## config.mk

```make
export PLATFORM = sky130hd
export DESIGN_NAME = sine_wave_sequencer
export DESIGN_NICKNAME = d
export VERILOG_FILES = /design/src/rtl/sine_wave_sequencer_pkg.sv /design/src/rtl/sine_wave_sequencer_quadrant_mapper.sv /design/src/rtl/sine_wave_sequencer.sv
export SDC_FILE = /design/constraint.sdc
export NUM_CORES = 1
export LEC_CHECK = 0
export CORE_MARGIN = 2
export CORE_UTILIZATION = 50
export CTS_CLUSTER_DIAMETER = 40
export DETAILED_ROUTE_END_ITERATION = 8
export DONT_BUFFER_PORTS = 1
export PLACE_DENSITY = 0.71
export RECOVER_POWER = 100
export SLEW_MARGIN = 10
export SYNTH_ARGS = -nofsm -noshare
export SYNTH_HDL_FRONTEND = slang
export SYNTH_SLANG_ARGS = --single-unit
```

## constraint.sdc

```tcl
create_clock -name clk -period 6.71 [get_ports clk]
set_input_delay 1.342 -clock clk [delete_from_list [all_inputs] [get_ports clk]]
set_output_delay 1.342 -clock clk [all_outputs]
set_load 0.1 [all_outputs]
```

## src/rtl/sine_wave_sequencer_pkg.sv

```systemverilog
// Shared types and constants for the sine wave sequencer.
package sine_wave_sequencer_pkg;

   typedef enum logic [1:0] {
      ST_IDLE,
      ST_LAUNCH,
      ST_WAIT,
      ST_EMIT
   } state_t;

   // pi/2 in unsigned 2.14 radians
   localparam logic [15:0] PI_OVER_2 = 16'h6488;

   localparam int DIV_DEFAULT = 32;

endpackage

```

## src/rtl/sine_wave_sequencer_quadrant_mapper.sv

```systemverilog
// Folds a 16-bit phase into a first-quadrant CORDIC angle
// plus a sign flag for the lower half of the circle.
module quadrant_mapper
   import sine_wave_sequencer_pkg::*;
(
   input  logic [15:0] phase,
   output logic [15:0] angle,
   output logic        negate
);

   logic [1:0]  quad;
   logic [13:0] frac;
   logic [14:0] folded;
   logic [29:0] prod;

   assign quad = phase[15:14];
   assign frac = phase[13:0];

   // quadrants 1 and 3 run the fraction backwards (mirror about pi/2)
   assign folded = quad[0] ? (15'd16384 - {1'b0, frac})
                           : {1'b0, frac};

   assign prod   = 30'(folded) * 30'(PI_OVER_2);
   assign angle  = prod[29:14];
   assign negate = quad[1];

endmodule

```

## src/rtl/sine_wave_sequencer.sv

```systemverilog
// Sample-rate sequencer: advances a phase accumulator every DIV cycles,
// drives an external CORDIC and emits signed sine samples.
module sine_wave_sequencer
   import sine_wave_sequencer_pkg::*;
#(
   parameter int DIV     = DIV_DEFAULT,
   parameter int PHASE_W = 16
) (
   input  logic              clk,
   input  logic              rst,
   input  logic              enable,
   input  logic [PHASE_W-1:0] step,
   output logic [15:0]       cordic_angle,
   output logic              cordic_start,
   input  logic [7:0]        cordic_sint,
   input  logic              cordic_done,
   output logic [7:0]        sample,
   output logic              sample_valid,
   output logic              busy,
   output logic              overrun
);

   localparam int CNT_W = $clog2(DIV);

   state_t             state;
   logic [CNT_W-1:0]   cnt;
   logic               tick;
   logic [PHASE_W-1:0] phase;
   logic               negate;
   logic [15:0]        map_angle;
   logic               map_negate;

   assign tick = enable && (cnt == CNT_W'(DIV - 1));

   always_ff @(posedge clk) begin
      if (rst) begin
         cnt <= '0;
      end else if (enable) begin
         cnt <= tick ? '0 : cnt + 1'b1;
      end
   end

   quadrant_mapper u_mapper (
      .phase  (phase),
      .angle  (map_angle),
      .negate (map_negate)
   );

   always_ff @(posedge clk) begin
      if (rst) begin
         state        <= ST_IDLE;
         phase        <= '0;
         cordic_angle <= '0;
         negate       <= 1'b0;
         cordic_start <= 1'b0;
         sample       <= '0;
         sample_valid <= 1'b0;
         busy         <= 1'b0;
         overrun      <= 1'b0;
      end else begin
         cordic_start <= 1'b0;
         sample_valid <= 1'b0;
         // a tick that finds a conversion in flight is lost
         if (tick && state != ST_IDLE) begin
            overrun <= 1'b1;
         end
         unique case (state)
            ST_IDLE: begin
               if (tick) begin
                  state        <= ST_LAUNCH;
                  phase        <= phase + step;
                  cordic_angle <= map_angle;
                  negate       <= map_negate;
                  cordic_start <= 1'b1;
                  busy         <= 1'b1;
               end
            end
            ST_LAUNCH: begin
               state <= ST_WAIT;
            end
            ST_WAIT: begin
               if (cordic_done) begin
                  state        <= ST_EMIT;
                  sample       <= negate ? -cordic_sint : cordic_sint;
                  sample_valid <= 1'b1;
               end
            end
            ST_EMIT: begin
               state <= ST_IDLE;
               busy  <= 1'b0;
            end
            default: begin
               state <= ST_IDLE;
            end
         endcase
      end
   end

endmodule

```

=== Word-level counts from Yosys, hierarchy flattened ===
Index checks and enable logic that the tools add are counted.

* Add/subtract/negate cells: 4
* Multipliers: 1
* Equality and inequality tests: 6
* Multiplexer cells: 10
* Bitwise gates (word level): 2
* Reduce and logical (&&, ||, !) cells: 11

{| class="wikitable"
|+ Operators by type and width
! cell !! count
|-
| multiplier 15 x 12 -> 27 bit (second input constant) || 1
|-
| adder 16 bit || 1
|-
| two-way mux 15 bit || 1
|-
| subtractor 15 x 14 -> 15 bit (first input constant) || 1
|-
| two-way mux 8 bit || 1
|-
| negation 8 bit || 1
|-
| one-hot mux 2 bit (4 select lines) || 1
|-
| AND reduction 2 bit || 4
|-
| adder 5 x 1 -> 5 bit (second input constant) || 1
|-
| equality test 5 bit (second input constant) || 1
|-
| two-way mux 5 bit || 1
|-
| equality test 2 bit (second input constant) || 2
|-
| two-way mux 2 bit || 2
|-
| != test 2 bit (second input constant) || 2
|-
| nonzero test 2 bit || 2
|-
| OR reduction 2 bit || 2
|-
| two-way mux 1 bit || 3
|-
| equality test 2 x 1 -> 1 bit (second input constant) || 1
|-
| logical AND 1 bit || 2
|-
| logical NOT 2 bit || 1
|-
| inverter 1 bit || 2
|-
| one-hot mux 1 bit (2 select lines) || 1
|}

* Register bits after elaboration: 52
* Input port bits: 28
* Word-level logic and storage cells: 44

=== Logic depth before layout (Yosys ltp) ===
* Depth after elaboration: 4
* Gate-level depth with buffers: 22

=== Modules after synthesis ===
A second synthesis with hierarchy kept.

* Cells, all modules: 685
* Area, all modules: 5704.2 µm²

{| class="wikitable"
|+ Modules (own cells, without submodules)
! module !! instances !! cells an instance !! area an instance (µm²) !! seq. area each (µm²)
|-
| quadrant_mapper || 1 || 340 || 2909.0 || 0.0
|-
| sine_wave_sequencer || 1 || 345 || 2795.2 || 1041.0
|}

=== Least setup slack after synthesis ===
OpenSTA, ideal clock, no wires.

* Path type: register -> register
* Start: register phase[2]
* End: register cordic_angle[15]
* Library setup time: 118 ps
* Data arrival time: 5429 ps
* Required time: 6592 ps
* Setup slack: 1163 ps
* Cell stages (with the launch flop): 21
* Period minus slack after synthesis: 5547 ps
* Cell sequence: dfxtp_1 -> buf_6 -> nor4_1 -> nand2_1 -> o31ai_1 -> xor2_1 -> xnor2_1 -> fa_1 -> fa_1 -> inv_1 -> ha_1 -> ha_1 -> ha_1 -> a21o_1 -> a21o_1 -> a21o_1 -> a32o_1 -> nor3_1 -> o31ai_1 -> xnor2_1 -> a22o_1

* Word-level cells in the longest chain between the ends: 3

{| class="wikitable"
|+ RTL lines
! element !! line !! RTL
|-
| start: declaration || sine_wave_sequencer.sv:28 || <nowiki>logic [PHASE_W-1:0] phase;</nowiki>
|-
| start signal: assignment || sine_wave_sequencer.sv:71 || <nowiki>phase <= phase + step;</nowiki>
|-
| subtractor 15 x 14 -> 15 bit || sine_wave_sequencer_quadrant_mapper.sv:20 || <nowiki>assign folded = quad[0] ? (15'd16384 - {1'b0, frac})</nowiki>
|-
| two-way mux 15 bit (*) || sine_wave_sequencer_quadrant_mapper.sv:20 ||
|-
| multiplier 15 x 12 -> 27 bit (*) || sine_wave_sequencer_quadrant_mapper.sv:23 || <nowiki>assign prod = 30'(folded) * 30'(PI_OVER_2);</nowiki>
|-
| end signal: assignment || sine_wave_sequencer.sv:72 || <nowiki>cordic_angle <= map_angle;</nowiki>
|-
| end: declaration || sine_wave_sequencer.sv:13 || <nowiki>output logic [15:0] cordic_angle,</nowiki>
|}

Every way passes the cells marked *; elsewhere a longest branch is shown, timed or not.
A chain may end at the register's enable or synchronous reset.

=== Worst setup path after layout ===
Same ends and word-level chain as after synthesis.

==> impl_results.md <==
* Largest net degree at the start of global routing at 57
* Post-synth ARST share at 0%
* Die W at 107.6 microns
* Worst-path clk slew at 0.11 ns
* Status: finished, final reports clean
* Layout Nets at 780
* Worst skew pair latency at 0.33 ns
* Number of antenna diodes at 0
* Clock root cell: clkbuf_8
* Initial antenna violation count at 0
* Hold buffers post-CTS at 0
* Final Max Slew Viols at 0
* PwrDens at 107.7 nW/um^2
* I/O pins at between 50 and 60
* Relative slew margins at 8.306%
* Fin worst setup slack at 0.7674 ns
* First-pass GRT wire length at roughly 19 mm
* Core area at 10370 sq um
* Syn Inst Count at 634
* Detailed Routing Iterations Pass 1 at 4
* CTS buffer count at 5
* Gpl congestion at 0.9356
* Vias at 4323
* Yosys reg bits at 52
* Setup bufs post-CTS at 0
* Post-Place Cells at between 700 and 800
* Fin. Hold Viols at 0
* Setup WS pre-CTS at 0.7900 ns
* Fillers at ~970
* Maximum vdd ir drop at 0.09891 mV
* Die Y at 107.6 microns
* Commonest cells after routing, fill and taps aside: 105 x ha_1, 74 x nand2_1, 67 x inv_1, 52 x dfxtp_1, 51 x a21oi_1
* Arr. time, crit path at 6.17 ns
* Post-CTS Resized at 0
* Synthesized area at about 5400 sq um
* Layout cells sized above 1 at 2.083%
* Post-synth EDFFs at 0
* CTS tree: yes
* FMAX at 168.3 MHz
* Ys flop type: dfxtp_1
* Avg Cell Area, Syn at 8.460 sq um
* Post-synth cell types at 58
* Synth Warn # at 0
* Hpwl dp at 9.121 mm
* Fin crit period at 5.943 ns
* Total wire length at 11.55 mm
* DRT antenna net count at 0
* DR vias/cell at ~5.7
* Die area at about 12000 sq um
* Max Cap Viol at 0
* Most common cell after layout, fill and taps aside: ha_1
* # setup viols final at 0
* RSZ-0062 raised after global routing: no
* Overall Global Routing Usage at 20.73%
* Critical Path RT at 6.94 ns
* DRC Markers at 0
* Vias in the first global route at roughly 4300
* CTS Buffer Depth at 2
* Routed length per placed instance at 15.19 microns
* Period utilisation layout at 88.56%
* Sequential share of the synthesized area at between 10% and 20%
* Rows at 37
* Crit-path max FO at 9
* Pleak at 0.002850 uW
* Critical path class: register to register
* Clk_skew at 0.006067 ns
* I/O Buffers at 0
* Critical path launch point type: register
* Setup TNS at 0 ns
* Starting Density at between 50% and 60%
* Reg2Reg Setup Slack at 0.77 ns
* Clock Sinks at 52
* Worst Hold Class: register to register
* Tightest Pin Transition at 1.375 ns
* # H-tree levels at 2
* Total grt overflow at 0
* DR iter-0 viols at 225
* Layout area overhead at 3.242%
* Critical path capture point type: register
* Synthesized Nets at 791
* Post-Layout Cell Count at 760
[kinds of logic after synthesis]
| group | synth area share [%] |
|---|---|
| compound gates | 16.24 |
| fa+ha+maj | 33.45 |
| buf+inv | 6.508 |
| mux | 0.3732 |
| simple gates | 16.84 |
| flops | 19.41 |
| xor+xnor | 7.185 |
[layer usage]
metal / wire [microns] / global-route usage, % / vias to the layer above / part of all wire (%)
met3: 619 / 4.540 / 12 / 5.4
met1: 4989 / 25.71 / 2044 / 43
li1: - / - / 2176 / -
met5: 0 / 0 / - / 0
met2: 5768 / 35.98 / 91 / 50
met4: 170 / 6.044 / 0 / 1.5
[cell usage after synthesis, drive strengths merged (8+ instances only)]
library cell | number | area share, %
inv | 68 | 4.8
fa | 24 | 9.0
nand3 | 13 | 1.2
nand2 | 74 | 5.2
clkbuf | 18 | 1.3
dfxtp | 52 | 19
a21o | 11 | 1.7
a21oi | 51 | 4.8
nor2 | 33 | 2.3
nor3 | 8 | 0.75
xor2 | 18 | 2.9
ha | 105 | 24
xnor2 | 26 | 4.2
o21ai | 19 | 1.8
a211oi | 11 | 1.6
[cell type report]
class                      instances  area (sq um)  area share, %
sequential                        52          1041          18.80
clock buffer                       6         82.58          1.491
inverter                          68         255.2          4.609
timing repair buffer               3         11.26         0.2033
multi-input combinational        493          3960          71.51
clock inverter                     2         17.52         0.3163
tap                              136         170.2          3.073
[metrics by stage]
stage	cell area [sq um]	utilization, %	total power, uW	hold slack, ns
global route	5538	53.40	622.7	0.5232
finish	5538	53.40	596.4	0.4766
floorplan	5364	-	385.7	0.4402
global placement	5463	52.68	386.8	0.4499
CTS	5563	53.64	602.0	0.4774
detailed placement	5463	52.68	391.6	0.4615
[sequential cells by signal (all words and copies together), names as in the netlist]
name          flops
state             2
sample            8
phase            16
overrun           1
negate            1
cordic_start      1
cnt               5
busy              1
sample_valid      1
cordic_angle     16
[report_power, final]
group | leakage [uW] | internal (uW) | total, uW | switching (uW)
combinational | 0.00238 | 22.4 | 52.0 | 29.6
clock | 0.0000522 | 86.9 | 213 | 126
sequential | 0.000419 | 315 | 332 | 17.0
total | 0.00285 | 424 | 596 | 172
[critical path, stage by stage, from the launching register on]
cell,delay (ns)
dfxtp_1,0.42
nor4_1,0.58
nand2_1,0.16
o31ai_1,0.26
xor2_1,0.16
clkbuf_1,0.39
xnor2_1,0.17
fa_1,0.54
fa_1,0.54
inv_1,0.04
ha_1,0.28
ha_1,0.30
ha_1,0.38
a21o_1,0.22
a21o_1,0.18
a21o_1,0.21
a32o_1,0.28
nor3_1,0.26
o31ai_1,0.13
xnor2_1,0.14
a22o_1,0.18
[worst paths after layout]
kind | from | to | cells past startpoint
worst max register to register | phase[2]$_SDFFE_PP0P_ | cordic_angle[15]$_SDFFE_PP0P_ | 20
worst min register to register | cnt[2]$_SDFFE_PP0P_ | cnt[2]$_SDFFE_PP0P_ | 2
worst min-delay path | cnt[2]$_SDFFE_PP0P_ | cnt[2]$_SDFFE_PP0P_ | 2
worst max-delay path | phase[2]$_SDFFE_PP0P_ | cordic_angle[15]$_SDFFE_PP0P_ | 20
Note: power is estimated with default switching activity, not from simulation.
